## src/rtl/pcie_pkg.sv

```systemverilog
// Shared definitions for the PCIe receive-side training-sequence parser.
//   - Symbol constants (K28.5 COM, K23.7 PAD, K28.0 SKP, TS1/TS2 identifiers)
//   - ts_fields_t : decoded contents of one TS1/TS2 ordered set
//   - ts_fsm_e    : parser state encoding
package pcie_pkg;

  localparam logic [7:0] COM_SYM = 8'hBC;  // K28.5
  localparam logic [7:0] PAD_SYM = 8'hF7;  // K23.7
  localparam logic [7:0] SKP_SYM = 8'h1C;  // K28.0
  localparam logic [7:0] TS1_ID  = 8'h4A;  // D10.2
  localparam logic [7:0] TS2_ID  = 8'h45;  // D5.2

  localparam int TS_LEN = 16;  // symbols per training sequence, COM included

  typedef struct packed {
    logic       is_ts2;
    logic [7:0] link_num;
    logic       link_pad;
    logic [7:0] lane_num;
    logic       lane_pad;
    logic [7:0] n_fts;
    logic [7:0] rate_id;
    logic [7:0] train_ctrl;
  } ts_fields_t;

  typedef enum logic [1:0] {
    HUNT    = 2'd0,
    COLLECT = 2'd1,
    DONE    = 2'd2
  } ts_fsm_e;

endpackage

```

## src/rtl/pcie_rx_ts_detector_if.sv

```systemverilog
// Symbol input and decoded-TS output bundle of one receive lane.
//   master : symbol source / LTSSM side (drives sym_*, observes ts_*)
//   slave  : the TS detector (observes sym_*, drives ts_*)
interface pcie_rx_ts_detector_if #(
  parameter int CNT_W = 4
);
  logic             sym_valid;
  logic [7:0]       sym_data;
  logic             sym_is_k;

  logic             ts_valid;
  logic             ts_is_ts2;
  logic [7:0]       ts_link_num;
  logic             ts_link_pad;
  logic [7:0]       ts_lane_num;
  logic             ts_lane_pad;
  logic [7:0]       ts_n_fts;
  logic [7:0]       ts_rate_id;
  logic [7:0]       ts_train_ctrl;
  logic [CNT_W-1:0] ts_consec_cnt;
  logic             ts_err;

  modport master (
    output sym_valid, sym_data, sym_is_k,
    input  ts_valid, ts_is_ts2, ts_link_num, ts_link_pad, ts_lane_num,
           ts_lane_pad, ts_n_fts, ts_rate_id, ts_train_ctrl, ts_consec_cnt, ts_err
  );

  modport slave (
    input  sym_valid, sym_data, sym_is_k,
    output ts_valid, ts_is_ts2, ts_link_num, ts_link_pad, ts_lane_num,
           ts_lane_pad, ts_n_fts, ts_rate_id, ts_train_ctrl, ts_consec_cnt, ts_err
  );

endinterface

```

## src/rtl/pcie_ts_consec_cnt.sv

```systemverilog
// Consecutive-identical training-sequence counter.
//   clk, rst : lane clock, synchronous active-high reset
//   update   : a completed set is presented on 'fields' this cycle
//   clr      : drop the reference set and zero the count
//   fields   : the completed set
//   cnt      : count including the set being presented (while update is high)
module pcie_ts_consec_cnt
  import pcie_pkg::*;
#(
  parameter int CNT_W = 4
) (
  input  logic             clk,
  input  logic             rst,
  input  logic             update,
  input  logic             clr,
  input  ts_fields_t       fields,
  output logic [CNT_W-1:0] cnt
);

  localparam logic [CNT_W-1:0] CNT_MAX = '1;
  localparam logic [CNT_W-1:0] CNT_ONE = CNT_W'(1);

  ts_fields_t       ref_reg, ref_next;
  logic             ref_valid_reg, ref_valid_next;
  logic [CNT_W-1:0] cnt_reg, cnt_next;

  always_comb begin
    ref_next       = ref_reg;
    ref_valid_next = ref_valid_reg;
    cnt_next       = cnt_reg;
    if (update) begin
      // A clear in the same cycle invalidates the old reference, so this set
      // becomes the new reference and counts as the first.
      ref_next       = fields;
      ref_valid_next = 1'b1;
      if (!clr && ref_valid_reg && (fields == ref_reg)) begin
        cnt_next = (cnt_reg == CNT_MAX) ? cnt_reg : cnt_reg + CNT_ONE;
      end else begin
        cnt_next = CNT_ONE;
      end
    end else if (clr) begin
      cnt_next       = '0;
      ref_valid_next = 1'b0;
    end
  end

  always_ff @(posedge clk) begin
    if (rst) begin
      ref_reg       <= '0;
      ref_valid_reg <= 1'b0;
      cnt_reg       <= '0;
    end else begin
      ref_reg       <= ref_next;
      ref_valid_reg <= ref_valid_next;
      cnt_reg       <= cnt_next;
    end
  end

  // The updated count is shown in the same cycle as ts_valid.
  assign cnt = update ? cnt_next : cnt_reg;

endmodule

```

## src/rtl/pcie_rx_ts_detector.sv

```systemverilog
// Per-lane TS1/TS2 ordered-set parser.
//   clk, rst   : lane symbol clock, synchronous active-high reset
//   consec_clr : zero the consecutive count and forget the reference set
//   bus        : slave side of pcie_rx_ts_detector_if
//                sym_valid/sym_data/sym_is_k in; decoded fields,
//                ts_valid / ts_err pulses and consecutive count out
module pcie_rx_ts_detector #(
  parameter int         CNT_W   = 4,
  parameter logic [7:0] COM_SYM = pcie_pkg::COM_SYM,
  parameter logic [7:0] PAD_SYM = pcie_pkg::PAD_SYM,
  parameter logic [7:0] TS1_ID  = pcie_pkg::TS1_ID,
  parameter logic [7:0] TS2_ID  = pcie_pkg::TS2_ID
) (
  input  logic                  clk,
  input  logic                  rst,
  input  logic                  consec_clr,
  pcie_rx_ts_detector_if.slave  bus
);

  import pcie_pkg::*;

  localparam logic [3:0] LAST_IDX = 4'(TS_LEN - 1);

  ts_fsm_e          state_reg, state_next;
  logic [3:0]       idx_reg, idx_next;
  ts_fields_t       work_reg, work_next;  // set being collected
  ts_fields_t       out_reg, out_next;    // last complete set (output fields)
  logic             err_reg, err_next;
  logic             is_com;
  logic             sym_ok;
  logic [7:0]       id_exp;
  logic [CNT_W-1:0] cnt;

  assign is_com = bus.sym_is_k && (bus.sym_data == COM_SYM);
  assign id_exp = work_reg.is_ts2 ? TS2_ID : TS1_ID;

  // Legality of the current symbol at the current index of the set.
  always_comb begin
    sym_ok = 1'b0;
    case (idx_reg)
      4'd1, 4'd2:       sym_ok = !bus.sym_is_k || (bus.sym_data == PAD_SYM);
      4'd3, 4'd4, 4'd5: sym_ok = !bus.sym_is_k;
      4'd6:             sym_ok = !bus.sym_is_k &&
                                 ((bus.sym_data == TS1_ID) || (bus.sym_data == TS2_ID));
      default:          sym_ok = !bus.sym_is_k && (bus.sym_data == id_exp);
    endcase
  end

  always_comb begin
    state_next = state_reg;
    idx_next   = idx_reg;
    work_next  = work_reg;
    out_next   = out_reg;
    err_next   = 1'b0;
    case (state_reg)
      COLLECT: begin
        if (bus.sym_valid) begin
          if (sym_ok) begin
            case (idx_reg)
              4'd1: begin
                work_next.link_num = bus.sym_data;
                work_next.link_pad = bus.sym_is_k;
              end
              4'd2: begin
                work_next.lane_num = bus.sym_data;
                work_next.lane_pad = bus.sym_is_k;
              end
              4'd3: work_next.n_fts      = bus.sym_data;
              4'd4: work_next.rate_id    = bus.sym_data;
              4'd5: work_next.train_ctrl = bus.sym_data;
              4'd6: work_next.is_ts2     = (bus.sym_data == TS2_ID);
              default: ;
            endcase
            if (idx_reg == LAST_IDX) begin
              // Symbols 7..15 carry no fields, so work_reg is already complete.
              state_next = DONE;
              idx_next   = 4'd0;
              out_next   = work_reg;
            end else begin
              idx_next = idx_reg + 4'd1;
            end
          end else begin
            err_next = 1'b1;
            if (is_com) begin
              idx_next = 4'd1;  // the offending COM starts a fresh set
            end else begin
              state_next = HUNT;
              idx_next   = 4'd0;
            end
          end
        end
      end
      default: begin
        // HUNT and DONE share the COM search so back-to-back sets are kept.
        state_next = HUNT;
        idx_next   = 4'd0;
        if (bus.sym_valid && is_com) begin
          state_next = COLLECT;
          idx_next   = 4'd1;
        end
      end
    endcase
  end

  always_ff @(posedge clk) begin
    if (rst) begin
      state_reg <= HUNT;
      idx_reg   <= 4'd0;
      work_reg  <= '0;
      out_reg   <= '0;
      err_reg   <= 1'b0;
    end else begin
      state_reg <= state_next;
      idx_reg   <= idx_next;
      work_reg  <= work_next;
      out_reg   <= out_next;
      err_reg   <= err_next;
    end
  end

  pcie_ts_consec_cnt #(
    .CNT_W (CNT_W)
  ) u_consec_cnt (
    .clk    (clk),
    .rst    (rst),
    .update (state_reg == DONE),
    .clr    (consec_clr),
    .fields (out_reg),
    .cnt    (cnt)
  );

  assign bus.ts_valid      = (state_reg == DONE);
  assign bus.ts_err        = err_reg;
  assign bus.ts_is_ts2     = out_reg.is_ts2;
  assign bus.ts_link_num   = out_reg.link_num;
  assign bus.ts_link_pad   = out_reg.link_pad;
  assign bus.ts_lane_num   = out_reg.lane_num;
  assign bus.ts_lane_pad   = out_reg.lane_pad;
  assign bus.ts_n_fts      = out_reg.n_fts;
  assign bus.ts_rate_id    = out_reg.rate_id;
  assign bus.ts_train_ctrl = out_reg.train_ctrl;
  assign bus.ts_consec_cnt = cnt;

endmodule

```

## src/flat_wrapper.sv

```systemverilog
// flat-port wrapper written by rule: the top's interface ports become plain ports
module pcie_rx_ts_detector_flat import pcie_pkg::*;
#(
  parameter int         CNT_W   = 4,
  parameter logic [7:0] COM_SYM = pcie_pkg::COM_SYM,
  parameter logic [7:0] PAD_SYM = pcie_pkg::PAD_SYM,
  parameter logic [7:0] TS1_ID  = pcie_pkg::TS1_ID,
  parameter logic [7:0] TS2_ID  = pcie_pkg::TS2_ID
)
  (clk, rst, consec_clr, bus_sym_valid, bus_sym_data, bus_sym_is_k, bus_ts_valid, bus_ts_is_ts2, bus_ts_link_num, bus_ts_link_pad, bus_ts_lane_num, bus_ts_lane_pad, bus_ts_n_fts, bus_ts_rate_id, bus_ts_train_ctrl, bus_ts_consec_cnt, bus_ts_err);
  pcie_rx_ts_detector_if #(.CNT_W(CNT_W)) bus_i ();
  input  logic clk;
  input  logic rst;
  input  logic consec_clr;
  input wire logic [$bits(bus_i.sym_valid)-1:0] bus_sym_valid;
  input wire logic [$bits(bus_i.sym_data)-1:0] bus_sym_data;
  input wire logic [$bits(bus_i.sym_is_k)-1:0] bus_sym_is_k;
  output wire logic [$bits(bus_i.ts_valid)-1:0] bus_ts_valid;
  output wire logic [$bits(bus_i.ts_is_ts2)-1:0] bus_ts_is_ts2;
  output wire logic [$bits(bus_i.ts_link_num)-1:0] bus_ts_link_num;
  output wire logic [$bits(bus_i.ts_link_pad)-1:0] bus_ts_link_pad;
  output wire logic [$bits(bus_i.ts_lane_num)-1:0] bus_ts_lane_num;
  output wire logic [$bits(bus_i.ts_lane_pad)-1:0] bus_ts_lane_pad;
  output wire logic [$bits(bus_i.ts_n_fts)-1:0] bus_ts_n_fts;
  output wire logic [$bits(bus_i.ts_rate_id)-1:0] bus_ts_rate_id;
  output wire logic [$bits(bus_i.ts_train_ctrl)-1:0] bus_ts_train_ctrl;
  output wire logic [$bits(bus_i.ts_consec_cnt)-1:0] bus_ts_consec_cnt;
  output wire logic [$bits(bus_i.ts_err)-1:0] bus_ts_err;
  assign bus_i.sym_valid = bus_sym_valid;
  assign bus_i.sym_data = bus_sym_data;
  assign bus_i.sym_is_k = bus_sym_is_k;
  assign bus_ts_valid = bus_i.ts_valid;
  assign bus_ts_is_ts2 = bus_i.ts_is_ts2;
  assign bus_ts_link_num = bus_i.ts_link_num;
  assign bus_ts_link_pad = bus_i.ts_link_pad;
  assign bus_ts_lane_num = bus_i.ts_lane_num;
  assign bus_ts_lane_pad = bus_i.ts_lane_pad;
  assign bus_ts_n_fts = bus_i.ts_n_fts;
  assign bus_ts_rate_id = bus_i.ts_rate_id;
  assign bus_ts_train_ctrl = bus_i.ts_train_ctrl;
  assign bus_ts_consec_cnt = bus_i.ts_consec_cnt;
  assign bus_ts_err = bus_i.ts_err;
  pcie_rx_ts_detector #(.CNT_W(CNT_W), .COM_SYM(COM_SYM), .PAD_SYM(PAD_SYM), .TS1_ID(TS1_ID), .TS2_ID(TS2_ID)) u_core (.clk(clk), .rst(rst), .consec_clr(consec_clr), .bus(bus_i));
endmodule
```

## config.mk

```make
export PLATFORM = sky130hd
export DESIGN_NAME = pcie_rx_ts_detector_flat
export DESIGN_NICKNAME = d
export VERILOG_FILES = /design/src/rtl/pcie_pkg.sv /design/src/rtl/pcie_rx_ts_detector_if.sv /design/src/rtl/pcie_ts_consec_cnt.sv /design/src/rtl/pcie_rx_ts_detector.sv /design/src/flat_wrapper.sv
export SDC_FILE = /design/constraint.sdc
export NUM_CORES = 1
export LEC_CHECK = 0
export BUFFER_PORTS_ARGS = -buffer_cell sky130_fd_sc_hd__buf_2
export CORE_MARGIN = 4
export CORE_UTILIZATION = 35
export DETAILED_ROUTE_END_ITERATION = 16
export PLACE_DENSITY = 0.59
export SYNTH_ARGS = -nofsm -noshare
export SYNTH_HDL_FRONTEND = slang
export SYNTH_SLANG_ARGS = --single-unit
```

## constraint.sdc

```tcl
create_clock -name clk -period 4.5 [get_ports clk]
set_input_delay 0.9 -clock clk [delete_from_list [all_inputs] [get_ports clk]]
set_output_delay 0.9 -clock clk [all_outputs]
set_load 0.005 [all_outputs]
```

; Yosys cells after proc, flatten, opt, wreduce, memory -nomap -nowiden
; Index checks and enable logic that the tools add are counted.
; W data, S select, Z words.
[word_totals]
word_cells = 96
regBits = 141
output_inout_bits = 49
in_bits = 13
[op_classes]
mux = 22
reduce_logical = 22
n_addsub = 2
n_bitwise = 2
n_eq_ne = 19
[ops]
columns = op, count
row1 = $eq A43 B43 Y1, 1
row2 = $mux W4, 10
row3 = $reduce_and A4 Y1, 7
row4 = $eq A8 B7 Y1 const B, 2
row5 = $eq A8 B8 Y1 const B, 2
row6 = $eq A4 B3 Y1 const B, 3
row7 = $mux W2, 5
row8 = $add A4 B1 Y4 const B, 2
row9 = $eq A4 B2 Y1 const B, 2
row10 = $eq A4 B4 Y1 const B, 2
row11 = $eq A8 B8 Y1, 1
row12 = $logic_and A1 B1 Y1, 6
row13 = $mux W1, 6
row14 = $ne A3 B3 Y1 const B, 2
row15 = $reduce_or A3 Y1, 2
row16 = $eq A4 B1 Y1 const B, 1
row17 = $pmux W1 S3, 1
row18 = $reduce_and A3 Y1, 1
row19 = $eq A2 B1 Y1 const B, 1
row20 = $eq A2 B2 Y1 const B, 1
row21 = $logic_not A1 Y1, 2
row22 = $logic_or A1 B1 Y1, 2
row23 = $ne A2 B2 Y1 const B, 1
row24 = $not A1 Y1, 2
row25 = 2 further kinds, 2

; Depth between registers and ports, before layout
[depth]
ltp_word = 7
ltp_mapped = 10
mapped_depth_nobuf = 8

; By module
; From an unflattened synthesis, not the netlist that was laid out.
[hier_totals]
hier_cells = 669
area_unflattened_um2 = 6080.8
[modules_own_cells]
columns = module, area_each_um2, seq_area_each_um2, instances, cells_per_inst
row1 = pcie_rx_ts_detector, 3759.9, 1861.8, 1, 428
row2 = pcie_ts_consec_cnt, 2321.0, 960.9, 1, 241

; Worst setup path before layout
; Ideal clock, no wire load.
[synth_path]
path_type = input to output
from = input port consec_clr
to = output port bus_ts_consec_cnt[1]
arrival_time_ns = 1.855
path_slack_ns = 1.745
path_buffers = 0
cell_stages = 6
required_time_ns = 3.600
path_cell_list = nor2b_1 nand4_1 nor4_1 nand3_1 o21ai_0 a22o_1
[synth_via]
elab_chain_len = 6
word_cells_on_any_way = 7
cone_classes = mux (4) / reduce/logical (3)
[synth_rtl]
columns = item, line_no
row1 = start: declaration, flat_wrapper.sv:14  ; input logic consec_clr;
row2 = $logic_not A1 Y1, pcie_ts_consec_cnt.sv:36  ; if (!clr && ref_valid_reg && (fields == ref_reg)) begin
row3 = $logic_and A1 B1 Y1 (2 in series), pcie_ts_consec_cnt.sv:36
row4 = $mux W4, pcie_ts_consec_cnt.sv:36
row5 = $mux W4 *, pcie_ts_consec_cnt.sv:31  ; if (update) begin
row6 = $mux W4 *, pcie_ts_consec_cnt.sv:60  ; assign cnt = update ? cnt_next : cnt_reg;
row7 = end: declaration, flat_wrapper.sv:27  ; output wire logic [$bits(bus_i.ts_consec_cnt)-1:0] bus_ts_consec_cnt;
; Mark *: on every way between the ends. The rest lies on a longest branch, timed or not.

; Worst setup path after layout
[layout_path]
from = register u_core.out_reg, in the netlist u_core.bus.ts_n_fts[5]
to = output port bus_ts_consec_cnt[1]
[layout_via]
elab_chain_len = 5
[layout_rtl]
columns = item, line_no
row1 = start: declaration, pcie_rx_ts_detector.sv:27  ; ts_fields_t out_reg, out_next;
row2 = start signal: assignment, pcie_rx_ts_detector.sv:116  ; out_reg <= out_next;
row3 = $eq A43 B43 Y1, pcie_ts_consec_cnt.sv:36
row4 = $logic_and A1 B1 Y1, pcie_ts_consec_cnt.sv:36
row5 = $mux W4, pcie_ts_consec_cnt.sv:36
row6 = $mux W4, pcie_ts_consec_cnt.sv:31
row7 = $mux W4, pcie_ts_consec_cnt.sv:60
; Every way passes these cells.

==> results.toml <==
[global_routing]
grt_pass1_vias = 4590
grt_pass1_wl_mm = 25.1
globalRouteTotalUtil_pct = 16.3
antenna_found_initial = 0
grt_max_degree = 81
overflow = 0

[clock_network]
insertion_delay_ns = 0.42
clk_pin_slew_ns = 0.05
post_cts_buffers = 0
cts_hold_buffers = 0
cts_resized = 0
cts_tree = "built"
cts-root-buf = "clkbuf_16"
clockBufferDepth = 2
cts_max_level = 4
cts.sinks = 141
cts_buffers = 17

[pwr]
sequentialPowerShare_pct = 49.6
ir_drop_uv = 278
clkPwrFrac_pct = 48.2
p_switching_mw = 0.518
intPower_mw = 2.00
power_frac_comb_pct = 2.2
p_leak_nw = 2.36
sw_frac_of_total_pct = 20.5
power_per_cell_area_mw_per_mm2 = 361

[detailed_routing]
via_per_inst = 4.91
firstDrtPassIters = 5
first_iter_violations = 321
vias = 4753
routed_wl_mm = 15.3
ant_nets = 0
drc_errors = 0
wl_per_cell_um = 15.8

[logic_synthesis]
synth_flop_cell = "dfxtp_1"
synthDistinctLibCells = 49
synthArstFlopShare_pct = 0
synth-xor-area-share_pct = 6.26
synth-edff-count = 0
yosysTopAreaCell = "dfxtp_1"
syn_area_per_cell_um2 = 8.68
yosysSeqAreaShare_pct = 46.9
synth_top_family_by_area = "simple AND/OR/NAND/NOR gates"
synth_top_area_share_pct = 46.9
synth_warnings = 0
syn_inst = 693
syn_area_mm2 = 0.00602
yosys_register_bits = 141
synthTopCellsByArea = "dfxtp_1 (47%), nand2_1 (11%), xnor2_1 (6.3%)"
syn_nets = 711
synthAdderAreaFrac_pct = 1.04
synth-compound-area-share_pct = 16.5
synthMuxAreaShare_pct = 0.666
yosys.area_share.simple_pct = 24.9

[sta]
slew_viol_final = 0
finalCriticalPeriod_ns = 3.30
timing_hold_violations_final = 0
fin_skew_ns = 0.0105
setup_viol = 0
post-route-period-util_pct = 73.4
timing.hold.ws_ns = 0.457
clock.fmax_mhz = 303
rsz0062_at_grt = "false"
tns_ns = 0
slew_headroom_pct = 32.1
worstMarginPinSlew_ns = 1.02

[floorplanning]
pin_count = 62
die_w_um = 139
initial_core_util_pct = 36.0
core_mm2 = 0.0167
die_area_mm2 = 0.0193
die-height_um = 139
fp-row-count = 47

[critical_path]
path_delay_family = "simple AND/OR/NAND/NOR gates"
slowest_delay_ns = 0.39
path_cells = "xnor2_1 -> nand4_1 -> nor4_1 -> nand3_1 -> nor3_1 -> a22o_1 -> buf_2"
crit_fanout = 6
cp.arrival_ns = 2.40
cp_num_buf_inv = 1
end_kind = "output port"
crit_path_start_kind = "register"
required_ns = 3.60
crit_type = "reg2out"
worst_path_max_delay_cell = "nor4_1"

[run]
drv_cap = 0

[placement]
dp.cells = 939
port_buffers = 61
place_area_mm2 = 0.00648
gp_congestion = 0.778
hpwl_mm = 10.2

[cells_and_area]
synthToLayoutAreaGrowth_pct = 16.0
post-route-util_pct = 41.8
final_area_mm2 = 0.00698
insertedDiodeCount = 0
drive_gt1_share_pct = 20.3
nNetsFinal = 756
instances_no_fill = 968

[status]
status = "complete, no violations"

[hold_path]
min_path_type = "reg2reg"
==> power by group through the flow <==
stage / Sequential (mW) / Clock (mW) / Combinational [mW]
finish: 1.25 / 1.21 / 0.0563
global route: 1.25 / 1.29 / 0.0614
CTS: 1.25 / 1.24 / 0.0571
detailed placement: 1.28 / 0 / 0.0568
global placement: 1.28 / 0 / 0.0571
floorplan: 1.28 / 0 / 0.0337
==> final timing paths <==
kind                          startpoint  slack [ns]  cells past startpoint                endpoint
setup / recovery  u_core.bus.ts_n_fts[5]        1.20                      7    bus_ts_consec_cnt[1]
hold / removal       u_core.work_reg[19]        0.46                      2  u_core.bus.ts_n_fts[3]
setup reg to reg       u_core.idx_reg[0]        1.72                      9    u_core.bus.ts_is_ts2
hold reg to reg      u_core.work_reg[19]        0.46                      2  u_core.bus.ts_n_fts[3]
==> layout make-up <==
cell class                 count  area [um2]
inverter                       6        22.5
clock buffer                  27         493
clock inverter                 2        10.0
sequential                   141        2820
multi-input combinational    504        2980
fill                        1702        9720
tap                          220         275
timing repair buffer          68         373
==> synthesized netlist by cell type (2+ instances only) <==
cell / count
nand2_1: 172
dfxtp_1: 141
a21oi_1: 54
nand3b_1: 44
o21ai_0: 43
xnor2_1: 43
a21oi_2: 40
clkbuf_1: 31
nand4_1: 16
nor2_1: 13
nand2b_1: 11
nand2_2: 10
buf_1: 5
ha_1: 5
inv_1: 5
buf_6: 4
mux2i_1: 4
nand3_1: 4
nor4_1: 4
and3_1: 3
nor2b_1: 3
nor3_1: 3
or3_1: 3
a31oi_1: 2
nand4_2: 2
nand4b_1: 2
nor3b_1: 2
nor4b_1: 2
o21ai_1: 2
==> cell families after synthesis <==
family                   count (synthesis)
adder cells (fa/ha/maj)                  5
flip-flops                             141
multiplexers                             4
AND/OR/NAND/NOR                        299
AO/OA/AOI/OAI                          153
XOR/XNOR                                43
buffers and inverters                   48
==> per-layer routing <==
layer	wire (um)	up-vias	global-route usage [%]	part of all wire [%]
met5	0	-	0	0
met4	188	0	5.41	1.2
met3	527	11	4.55	3.4
met2	7230	75	25.9	47
met1	7340	2213	21.3	48
li1	-	2454	-	-
==> cell usage in the layout, fill, tap and decap left out, types with 4 or more instances in the layout <==
cell type | netlist | routed
a21oi_1 | 54 | 54
a21oi_2 | 40 | 40
buf_2 | 1 | 60
buf_4 | 0 | 7
clkbuf_1 | 31 | 7
clkbuf_16 | 0 | 17
dfxtp_1 | 141 | 141
ha_1 | 5 | 5
inv_1 | 5 | 5
mux2i_1 | 4 | 4
nand2_1 | 172 | 172
nand2_2 | 10 | 10
nand2b_1 | 11 | 10
nand3_1 | 4 | 4
nand3b_1 | 44 | 44
nand4_1 | 16 | 16
nor2_1 | 13 | 13
nor4_1 | 4 | 4
o21ai_0 | 43 | 43
xnor2_1 | 43 | 43
==> worst reg2reg max path: cells and delay by family (launching register included) <==
family | cells | cell delay (ns)
adder cells (fa/ha/maj) | 1 | 0.24
AO/OA/AOI/OAI | 4 | 1.17
flip-flops | 1 | 0.35
buffers and inverters | 2 | 0.54
AND/OR/NAND/NOR | 2 | 0.32
==> stage by stage <==
stage / setup slack, ns / power, mW
final: 1.20 / 2.52
after global routing: 0.957 / 2.60
after CTS: 1.08 / 2.55
after detailed placement: 1.27 / 1.33
after global placement: 1.29 / 1.33
after floorplan: 1.74 / 1.31
No activity file was read; power rests on OpenSTA's default activity.
